$ cat src/rtl/cpu_defs_pkg.sv
// Shared CPU definitions: opcodes, ALU function encodings, controller states and decode records.
// Latency: n/a (types and constants only).
// Backpressure: n/a.
package cpu_defs_pkg;

    // R-type ALU opcodes
    localparam logic [5:0] OP_ADD  = 6'b000000;
    localparam logic [5:0] OP_SUB  = 6'b000001;
    localparam logic [5:0] OP_SLT  = 6'b000010;
    localparam logic [5:0] OP_AND  = 6'b000011;
    localparam logic [5:0] OP_NOR  = 6'b000100;
    localparam logic [5:0] OP_OR   = 6'b000101;
    localparam logic [5:0] OP_XOR  = 6'b000110;
    localparam logic [5:0] OP_SLLV = 6'b000111;
    localparam logic [5:0] OP_SRAV = 6'b001000;
    localparam logic [5:0] OP_SRLV = 6'b001001;
    // I-type ALU opcodes
    localparam logic [5:0] OP_ADDI = 6'b001010;
    localparam logic [5:0] OP_SUBI = 6'b001011;
    localparam logic [5:0] OP_SLTI = 6'b001100;
    localparam logic [5:0] OP_ANDI = 6'b001101;
    localparam logic [5:0] OP_LUI  = 6'b001110;
    localparam logic [5:0] OP_NORI = 6'b001111;
    localparam logic [5:0] OP_ORI  = 6'b010000;
    localparam logic [5:0] OP_XORI = 6'b010001;
    // Branches, memory, halt
    localparam logic [5:0] OP_BEQ  = 6'b010010;
    localparam logic [5:0] OP_BNE  = 6'b010011;
    localparam logic [5:0] OP_LW   = 6'b010100;
    localparam logic [5:0] OP_SW   = 6'b010101;
    localparam logic [5:0] OP_HALT = 6'b111111;

    // ALU function encodings
    localparam logic [3:0] ALU_ADD = 4'b0000;
    localparam logic [3:0] ALU_SUB = 4'b0001;
    localparam logic [3:0] ALU_SLT = 4'b0010;
    localparam logic [3:0] ALU_AND = 4'b0011;
    localparam logic [3:0] ALU_NOR = 4'b0100;
    localparam logic [3:0] ALU_OR  = 4'b0101;
    localparam logic [3:0] ALU_XOR = 4'b0110;
    localparam logic [3:0] ALU_SLL = 4'b0111;
    localparam logic [3:0] ALU_SRA = 4'b1000;
    localparam logic [3:0] ALU_SRL = 4'b1001;
    localparam logic [3:0] ALU_LUI = 4'b1010;

    typedef enum logic [3:0] {
        S_IF, S_ID, S_EX_AL, S_WB_AL, S_BR, S_EX_LS, S_MEM_RD, S_MEM_WR, S_WB_LD, S_HALT
    } state_t;

    typedef enum logic [2:0] {
        CL_ILL, CL_ALU, CL_BR, CL_LS, CL_HALT
    } op_class_t;

    // Decoded fields of one opcode
    typedef struct packed {
        op_class_t  cls;
        logic [3:0] aluop;
        logic       alusrcb;
        logic       extsel;
        logic       regout;
    } dec_t;

    // Full datapath control set driven by the sequencer
    typedef struct packed {
        logic       irwre;
        logic       insmemrw;
        logic       pcwre;
        logic       pcsrc;
        logic       extsel;
        logic       alusrcb;
        logic [3:0] aluop;
        logic       alum2reg;
        logic       regout;
        logic       regwre;
        logic       datamemrw;
        logic       mem_req;
        logic       illegal_op;
        logic       mem_err;
        logic       halted;
    } ctl_t;

endpackage

$ cat src/rtl/mc_decode.sv
// Opcode decoder: maps an opcode to its class and ALU/operand/extension/destination fields.
// Latency: purely combinational, zero cycles.
// Backpressure: none.
module mc_decode
    import cpu_defs_pkg::*;
#(
    parameter logic [5:0] HALT_OP = OP_HALT
) (
    input  logic [5:0] op_i,
    output dec_t       dec_o
);

    // Class and operand selection first, then ALU function; halt opcode overrides everything
    always_comb begin
        dec_o = '{cls: CL_ILL, aluop: ALU_ADD, alusrcb: 1'b0, extsel: 1'b0, regout: 1'b0};
        case (op_i)
            OP_ADD, OP_SUB, OP_SLT, OP_AND, OP_NOR,
            OP_OR, OP_XOR, OP_SLLV, OP_SRAV, OP_SRLV: begin
                dec_o.cls    = CL_ALU;
                dec_o.regout = 1'b1;
            end
            OP_ADDI, OP_SUBI, OP_SLTI: begin
                dec_o.cls     = CL_ALU;
                dec_o.extsel  = 1'b1;
                dec_o.alusrcb = 1'b1;
            end
            OP_ANDI, OP_LUI, OP_NORI, OP_ORI, OP_XORI: begin
                dec_o.cls     = CL_ALU;
                dec_o.alusrcb = 1'b1;
            end
            OP_LW, OP_SW: begin
                dec_o.cls     = CL_LS;
                dec_o.extsel  = 1'b1;
                dec_o.alusrcb = 1'b1;
            end
            OP_BEQ, OP_BNE: begin
                dec_o.cls    = CL_BR;
                dec_o.extsel = 1'b1;
            end
            default: ;
        endcase
        case (op_i)
            OP_SUB, OP_SUBI, OP_BEQ, OP_BNE: dec_o.aluop = ALU_SUB;
            OP_SLT, OP_SLTI:                 dec_o.aluop = ALU_SLT;
            OP_AND, OP_ANDI:                 dec_o.aluop = ALU_AND;
            OP_NOR, OP_NORI:                 dec_o.aluop = ALU_NOR;
            OP_OR,  OP_ORI:                  dec_o.aluop = ALU_OR;
            OP_XOR, OP_XORI:                 dec_o.aluop = ALU_XOR;
            OP_SLLV:                         dec_o.aluop = ALU_SLL;
            OP_SRAV:                         dec_o.aluop = ALU_SRA;
            OP_SRLV:                         dec_o.aluop = ALU_SRL;
            OP_LUI:                          dec_o.aluop = ALU_LUI;
            default:                         dec_o.aluop = ALU_ADD;
        endcase
        if (op_i == HALT_OP) begin
            dec_o = '{cls: CL_HALT, aluop: ALU_ADD, alusrcb: 1'b0, extsel: 1'b0, regout: 1'b0};
        end
    end

endmodule

$ cat src/rtl/multicycle_ctrl.sv
// Multi-cycle IF/ID/EX/MEM/WB sequencer driving the CPU datapath controls; MULTICYCLE_PERF_EN adds cycle/retire counters.
// Latency: ALU 4, branch 3, SW 4, LW 5 cycles, plus one per mem_ready wait cycle; illegal op 2 cycles.
// Backpressure: holds mem_req until mem_ready, abandoning the access after MEM_TIMEOUT wait cycles (0 = wait forever).
module multicycle_ctrl
    import cpu_defs_pkg::*;
#(
    parameter logic [5:0] HALT_OP     = OP_HALT,
    parameter int         MEM_TIMEOUT = 15
) (
    input  logic       CLK,
    input  logic       Reset,
    input  logic [5:0] op,
    input  logic       zero,
    input  logic       mem_ready,
    output logic       IRWre,
    output logic       InsMemRW,
    output logic       PCWre,
    output logic       PCSrc,
    output logic       ExtSel,
    output logic       ALUSrcB,
    output logic [3:0] ALUOp,
    output logic       ALUM2Reg,
    output logic       RegOut,
    output logic       RegWre,
    output logic       DataMemRW,
    output logic       mem_req,
    output logic       illegal_op,
    output logic       mem_err,
    output logic       halted
`ifdef MULTICYCLE_PERF_EN
    ,
    output logic [31:0] cyc_cnt,
    output logic [31:0] ret_cnt
`endif
);

    localparam int WW = (MEM_TIMEOUT > 1) ? $clog2(MEM_TIMEOUT + 1) : 1;

    state_t          state_q, state_d;
    logic [5:0]      op_q, op_d;
    logic [WW-1:0]   wait_q, wait_d;
    logic [5:0]      dec_op;
    dec_t            dec;
    ctl_t            ctl, ctl_g;
    logic            tmo;

    // In ID the opcode is still coming straight from the IR; afterwards the latched copy is used
    assign dec_op = (state_q == S_ID) ? op : op_q;

    mc_decode #(.HALT_OP(HALT_OP)) u_dec (
        .op_i  (dec_op),
        .dec_o (dec)
    );

    // mem_ready has priority over the timeout
    assign tmo = (MEM_TIMEOUT != 0) && (wait_q == WW'(MEM_TIMEOUT)) && !mem_ready;

    // State, latched opcode and wait counter registers
    always_ff @(posedge CLK) begin
        if (!Reset) begin
            state_q <= S_IF;
            op_q    <= '0;
            wait_q  <= '0;
        end else begin
            state_q <= state_d;
            op_q    <= op_d;
            wait_q  <= wait_d;
        end
    end

    // Next-state and per-state control outputs
    always_comb begin
        ctl     = '0;
        state_d = state_q;
        op_d    = op_q;
        wait_d  = '0;
        // Decode fields are held from EX through the commit state
        if (state_q inside {S_EX_AL, S_WB_AL, S_BR, S_EX_LS, S_MEM_RD, S_MEM_WR, S_WB_LD}) begin
            ctl.aluop   = dec.aluop;
            ctl.alusrcb = dec.alusrcb;
            ctl.extsel  = dec.extsel;
            ctl.regout  = dec.regout;
        end
        case (state_q)
            S_IF: begin
                ctl.insmemrw = 1'b1;
                ctl.irwre    = 1'b1;
                state_d      = S_ID;
            end
            S_ID: begin
                op_d = op;
                case (dec.cls)
                    CL_ALU:  state_d = S_EX_AL;
                    CL_BR:   state_d = S_BR;
                    CL_LS:   state_d = S_EX_LS;
                    CL_HALT: state_d = S_HALT;
                    default: begin
                        ctl.illegal_op = 1'b1;
                        ctl.pcwre      = 1'b1;
                        state_d        = S_IF;
                    end
                endcase
            end
            S_EX_AL: state_d = S_WB_AL;
            S_WB_AL: begin
                ctl.regwre = 1'b1;
                ctl.pcwre  = 1'b1;
                state_d    = S_IF;
            end
            S_BR: begin
                ctl.pcwre = 1'b1;
                ctl.pcsrc = (op_q == OP_BNE) ? ~zero : zero;
                state_d   = S_IF;
            end
            S_EX_LS: state_d = (op_q == OP_SW) ? S_MEM_WR : S_MEM_RD;
            S_MEM_RD, S_MEM_WR: begin
                ctl.mem_req   = 1'b1;
                ctl.datamemrw = (state_q == S_MEM_WR);
                if (mem_ready) begin
                    // A store commits here; a load still needs its write-back cycle
                    ctl.pcwre = (state_q == S_MEM_WR);
                    state_d   = (state_q == S_MEM_WR) ? S_IF : S_WB_LD;
                end else if (tmo) begin
                    ctl.mem_err = 1'b1;
                    ctl.pcwre   = 1'b1;
                    state_d     = S_IF;
                end else begin
                    wait_d = wait_q + WW'(1);
                end
            end
            S_WB_LD: begin
                ctl.regwre   = 1'b1;
                ctl.alum2reg = 1'b1;
                ctl.pcwre    = 1'b1;
                state_d      = S_IF;
            end
            S_HALT: ctl.halted = 1'b1;
            default: state_d = S_IF;
        endcase
    end

    // Reset masks every control immediately so no partial write escapes mid-instruction
    assign ctl_g      = Reset ? ctl : '0;
    assign IRWre      = ctl_g.irwre;
    assign InsMemRW   = ctl_g.insmemrw;
    assign PCWre      = ctl_g.pcwre;
    assign PCSrc      = ctl_g.pcsrc;
    assign ExtSel     = ctl_g.extsel;
    assign ALUSrcB    = ctl_g.alusrcb;
    assign ALUOp      = ctl_g.aluop;
    assign ALUM2Reg   = ctl_g.alum2reg;
    assign RegOut     = ctl_g.regout;
    assign RegWre     = ctl_g.regwre;
    assign DataMemRW  = ctl_g.datamemrw;
    assign mem_req    = ctl_g.mem_req;
    assign illegal_op = ctl_g.illegal_op;
    assign mem_err    = ctl_g.mem_err;
    assign halted     = ctl_g.halted;

`ifdef MULTICYCLE_PERF_EN
    logic [31:0] cyc_q, cyc_d, ret_q, ret_d;

    // Cycle counter runs outside HALT; retire counter ticks on each PC update; both wrap
    always_comb begin
        cyc_d = (state_q != S_HALT) ? cyc_q + 32'd1 : cyc_q;
        ret_d = ctl.pcwre ? ret_q + 32'd1 : ret_q;
    end

    // Performance counter registers
    always_ff @(posedge CLK) begin
        if (!Reset) begin
            cyc_q <= '0;
            ret_q <= '0;
        end else begin
            cyc_q <= cyc_d;
            ret_q <= ret_d;
        end
    end

    assign cyc_cnt = cyc_q;
    assign ret_cnt = ret_q;
`endif

endmodule

$ cat config.mk
export PLATFORM = sky130hd
export DESIGN_NAME = multicycle_ctrl
export DESIGN_NICKNAME = d
export VERILOG_FILES = /design/src/rtl/cpu_defs_pkg.sv /design/src/rtl/mc_decode.sv /design/src/rtl/multicycle_ctrl.sv
export SDC_FILE = /design/constraint.sdc
export NUM_CORES = 1
export LEC_CHECK = 0
export CORE_ASPECT_RATIO = 1.4
export CORE_UTILIZATION = 35
export CTS_CLUSTER_SIZE = 30
export DETAILED_ROUTE_END_ITERATION = 8
export PLACE_DENSITY_LB_ADDON = 0.3
export SYNTH_ARGS = -nofsm -noshare
export SYNTH_HDL_FRONTEND = slang
export SYNTH_SLANG_ARGS = --single-unit
$ cat constraint.sdc
create_clock -name CLK -period 2.4 [get_ports CLK]
set_clock_uncertainty 0.15 [all_clocks]
set_input_delay 0.24 -clock CLK [delete_from_list [all_inputs] [get_ports CLK]]
set_output_delay 0.24 -clock CLK [all_outputs]
set_load 0.01 [all_outputs]
**After elaboration in Yosys (flattened, before gate mapping)**

Memory sizes are Yosys's and may differ from the RTL's.
Index checks and enable logic that the tools add are counted.

- ROM bits: 128
- Word-level logic and storage cells: 95
- Flip-flop bits (word level): 14
- Memories: 1

Memory list:

| name | words | bits a word | rd ports | clocked after memory_dff | wr ports | RTL line | source |
|---|---|---|---|---|---|---|---|
| (no name shown) | 32 | 4 | 1 | 0 | 0 | mc_decode.sv:42 | `case (op_i)` |

- Eq/ne operators: 39
- Mux-type cells: 30
- Reductions and logical operators: 17
- $add $sub $neg: 1
- Bitwise logic cells: 4

Operator list:

| cell | count |
|---|---|
| 6-bit by 4-bit == test with 1-bit output, second input constant | 8 |
| 6-bit by 5-bit == test with 1-bit output, second input constant | 8 |
| 6-bit by 3-bit == test with 1-bit output, second input constant | 4 |
| 4-bit case mux with 6 select lines | 1 |
| 10-bit OR reduction | 2 |
| 18-bit 2-to-1 mux | 1 |
| 18-bit OR reduction | 1 |
| 4-bit by 3-bit == test with 1-bit output, second input constant | 4 |
| 1-bit 2-to-1 mux | 16 |
| 4-bit 2-to-1 mux | 4 |
| 4-bit case mux with 4 select lines | 1 |
| 4-bit == test, second input constant | 3 |
| 6-bit by 2-bit == test with 1-bit output, second input constant | 2 |
| 6-bit 2-to-1 mux | 2 |
| 10-bit 2-to-1 mux | 1 |
| 4-bit by 2-bit == test with 1-bit output, second input constant | 2 |
| 2-bit OR reduction | 4 |
| 4-bit OR reduction | 2 |
| 7-bit nonzero test | 1 |
| 7-bit OR reduction | 1 |
| 3-bit by 2-bit == test with 1-bit output, second input constant | 2 |
| 6-bit by 1-bit == test with 1-bit output, second input constant | 1 |
| 6-bit == test, second input constant | 1 |
| 6-bit zero test | 1 |
| 14 further kinds | 18 |

**Depth between registers and ports, before layout**

- Depth in word-level cells: 11
- Mapped depth: 7
- Depth with buffers taken out: 4

**Cells and area by module**

A second synthesis with hierarchy kept.

- Cell total of the unflattened synthesis: 147
- Area total of the unflattened synthesis: 1,157.4 sq um

By module, submodules not included:

| module | cells an instance | area each (sq um) | times used | sequential area each (sq um) |
|---|---|---|---|---|
| multicycle_ctrl | 105 | 887.1 | 1 | 280.3 |
| mc_decode | 42 | 270.3 | 1 | 0.0 |

**Worst setup path after synthesis**

No wires, ideal clock.

- Path type: register -> output
- From: register state_q[2]
- To: output port ALUOp[0]
- Arrival time: 1.879 ns
- Path buffers: 2
- Data required time: 2.010 ns
- Stages on the path, launching flop included: 7
- Path slack: 0.131 ns
- Path through: dfxtp_1 > buf_6 > or4b_4 > buf_6 > mux2_4 > a211o_1 > a21oi_1

- Word-level cells in the longest chain between the ends: 7

RTL lines:

| item | RTL line | source |
|---|---|---|
| from (decl) | multicycle_ctrl.sv:39 | `state_t state_q, state_d;` |
| from (signal assigned) | multicycle_ctrl.sv:65 | `state_q <= state_d;` |
| 4-bit by 1-bit == test with 1-bit output | multicycle_ctrl.sv:48 | `assign dec_op = (state_q == S_ID) ? op : op_q;` |
| 6-bit 2-to-1 mux | -- |  |
| memory 32 x 4 bit | -- |  |
| 4-bit 2-to-1 mux | mc_decode.sv:42 |  |
| 10-bit 2-to-1 mux | mc_decode.sv:55 | `if (op_i == HALT_OP) begin` |
| 6-bit 2-to-1 mux * | multicycle_ctrl.sv:78 | `if (state_q inside {S_EX_AL, S_WB_AL, S_BR, S_EX_LS, S_MEM_RD, S_MEM_WR, S_WB_LD}) begin` |
| 18-bit 2-to-1 mux * | multicycle_ctrl.sv:143 | `assign ctl_g = Reset ? ctl : '0;` |
| to (decl) | multicycle_ctrl.sv:21 | `output logic [3:0] ALUOp,` |

Mark *: on every way between the ends. The rest lies on a longest branch, timed or not.

**Worst setup path in the final report**

- From: register state_q[2]
- To: output port RegOut

- Word-level cells in the longest chain between the ends: 8

RTL lines:

| item | RTL line | source |
|---|---|---|
| 4-bit by 1-bit == test with 1-bit output | multicycle_ctrl.sv:48 |  |
| 6-bit 2-to-1 mux | -- |  |
| 6-bit by 1-bit == test with 1-bit output, or another cell as far along | mc_decode.sv:16 | `case (op_i)` |
| 10-bit OR reduction | mc_decode.sv:16 |  |
| 1-bit 2-to-1 mux | mc_decode.sv:16 |  |
| 10-bit 2-to-1 mux | mc_decode.sv:55 |  |
| 1-bit 2-to-1 mux * | multicycle_ctrl.sv:78 |  |
| 18-bit 2-to-1 mux * | multicycle_ctrl.sv:143 |  |
| to (decl) | multicycle_ctrl.sv:23 | `output logic RegOut,` |

Marks and branches as above.

==> impl_metrics.yaml <==
sta:
  slew_violations: 0
  fin_crit_sh_pct: 103
  fmax_mhz: 406
  slew-limit-headroom_pct: 73.7
  final-setup-viol-count: 4
  holdWs_ns: 0.318
  worst_pin_slew_ns: 0.394
  grt_setup_unrepaired: "yes"
  setup_tns_ns: -0.162
  period_needed_ns: 2.46
  layout_setup_ws_ns: -0.0627
  hold_viol: 0
synthesis:
  synth_edf_count: 0
  syn_avg_cell_area_sq_um: 7.71
  synth_warnings: 0
  synth_top_area_share_pct: 21.3
  yosys.area.top_type: "dfxtp_1"
  synthArstFlopShare_pct: 0
  ys_seq_area_share_pct: 21.3
  synth_cells: 171
  ys.flop_type: "dfxtp_1"
  yosys_register_bits: 14
  syn_nets: 182
  synth_area_leaders: "dfxtp_1 (21%), mux2i_1 (5.3%), clkbuf_1 (3.4%)"
  syn-cell-area_sq_um: 1320
  ys_types: 53
place:
  portBuffers: 27
  gp_congestion: 0.884
  place_area_sq_um: 1840
  hpwl_mm: 3.35
floorplanning:
  die_w_microns: 53.9
  design.core.area_sq_um: 3610
  dieArea_sq_um: 4020
  die_h_microns: 74.6
  start_util_pct: 36.5
  fp-row-count: 26
  num_io_pins: 28
finish:
  layout_commonest_cell: "buf_4"
  n_antenna_cell: 0
  layout-drive-gt1-share_pct: 37.9
  nNetsFinal: 247
  area_growth_pct: 56.2
  final_cell_mix: "buf_4 (45), clkdlybuf4s50_1 (14), nor2_1 (12)"
  finish.utilization_pct: 57.0
  design_area_sq_um: 2060
power_and_ir_drop:
  seqPwrFrac_pct: 30.5
  power.density_nw_per_um2: 432
  combPwrFrac_pct: 44.0
  p_leak_nw: 0.893
  total_power_mw: 0.889
  pwr-share-clk_pct: 25.4
  p_sw_share_pct: 32.5
  p_int_mw: 0.600
  vdd_drop_max_v: 0.000404
  switchingPower_mw: 0.289
route:
  post_drt_via_cell_ratio: 5.78
  vias: 1601
  dr.pass1.iters: 4
  routed_wl_mm: 4.55
  dr_wl_met2_mm: 2.44
  met3_wirelength_microns: 191
  wl_met1_mm: 1.77
  dr.max_layer_used: "met4"
  drtIter0Drc: 61
  drc_errors: 0
  wl_per_cell_microns: 16.4
  detail-route-antenna-nets: 0
global_route:
  grt_pass1_wl_mm: 7.00
  grt_pass1_vias: 1556
  grt_use_total_pct: 23.8
  grt_max_degree: 15
  grt_overflow: 0
  antenna_found_initial: 0
hold_path:
  worstHoldPathCells: 1
  min_to: "wait_q[0]"
  min_from: "wait_q[0]"
  hold_path.class: "reg2reg"
setup_path:
  startpoint_type: "register"
  worstRegToRegCells: 6
  required_ns: 2.01
  ff2ff_setup_slack_ns: 0.45
  crit_arrival_ns: 2.07
  cp-end-kind: "output port"
  r2r-start: "state_q[2]"
  r2r-end: "state_q[1]"
  critPathKind: "reg2out"
  cp_max_fo: 6
cts:
  cts.sinks: 14
  htree_levels: 1
  clk_pin_slew_ns: 0.06
  cts.path.max_buffers: 2
  ctsHoldBuffers: 0
  cts_buffers: 3
  clk_latency_ns: 0.24
  cts_tree: "yes"
  cts-root-buf: "clkbuf_8"
run_status:
  violations: "setup timing"
  status: "complete, but fails checks"
flow_run:
  max-cap-violations: 0
## what timing repair did
item,CTS,global route
resized for setup,47,15
setup buffers,5,6
endpoints found under the setup margin,10,10
pin swaps,11,8
## cell usage after synthesis, types with 2 or more instances
master and n:
nor2_1 12, or2_2 3, buf_6 3, mux2i_1 7
o211ai_1 4, nor2b_1 4, nor3b_1 3, and2_1 5
nor4b_1 5, o31ai_1 2, nor3_1 7, dfxtp_1 14
a211o_1 3, nand3b_1 2, xnor2_1 4, clkbuf_1 12
inv_1 4, a21bo_2 2, a211oi_1 5, or3_1 2
nand4_1 3, nand2b_1 6, nand2_1 9, and3_1 4
o21ai_0 7, a31oi_1 2, a21oi_1 7, nand3_1 5
## power by group through the flow
stage               clock network (mW)  logic (mW)  registers, mW
global placement                     0       0.321          0.271
detailed placement                   0       0.328          0.272
CTS                              0.224       0.364          0.269
floorplan                            0       0.201          0.260
finish                           0.226       0.392          0.271
global route                     0.238       0.418          0.274
## worst max path at each step
stage / endpoint / startpoint / cells after the start
after floorplan: ALUOp[0] / state_q[2] / 6
after detailed placement: ALUOp[1] / op[1] / 6
final: RegOut / state_q[2] / 6
after global routing: RegOut / state_q[2] / 6
after global placement: ALUOp[1] / op[1] / 6
after CTS: ALUOp[3] / state_q[1] / 6
## worst max-delay path, stage by stage (launching register included)
cell,delay (ns)
dfxtp_2,0.33
or4b_4,0.60
mux2_4,0.33
buf_6,0.13
o211ai_1,0.14
and2_1,0.17
buf_2,0.12
## layer usage
metal	vias to the layer above	GRT usage [%]
li1	770	-
met1	763	25.6
met2	54	44.0
met3	14	4.85
met4	0	9.06
met5	-	0
## stage by stage
step | std cells | setup WS [ns]
after floorplan | 171 | 0.131
after detailed placement | 262 | -0.247
final | 277 | -0.0627
after global placement | 262 | -0.193
after global routing | 277 | -0.127
after CTS | 271 | -0.0410
## state kept, by name, summed over array words and instances (netlist names)
register  flops
op_q          6
state_q       4
wait_q        4
## area by class of cell
class | instances | area, sq um
inverter | 4 | 15.0
fill | 329 | 1550
multi-input combinational | 136 | 1020
sequential | 14 | 287
timing repair buffer | 77 | 629
tap | 42 | 52.6
clock buffer | 4 | 55.1
## cell families after synthesis
kind of cell    count (synthesis)  synth area share (%)
xor+xnor                        5                  3.32
mux                             9                  7.31
simple gates                   75                  33.8
fa+ha+maj                       1                 0.949
buf+inv                        21                  7.97
flops                          14                  21.3
compound gates                 46                  25.4
Power figures use the tool's default switching activity.
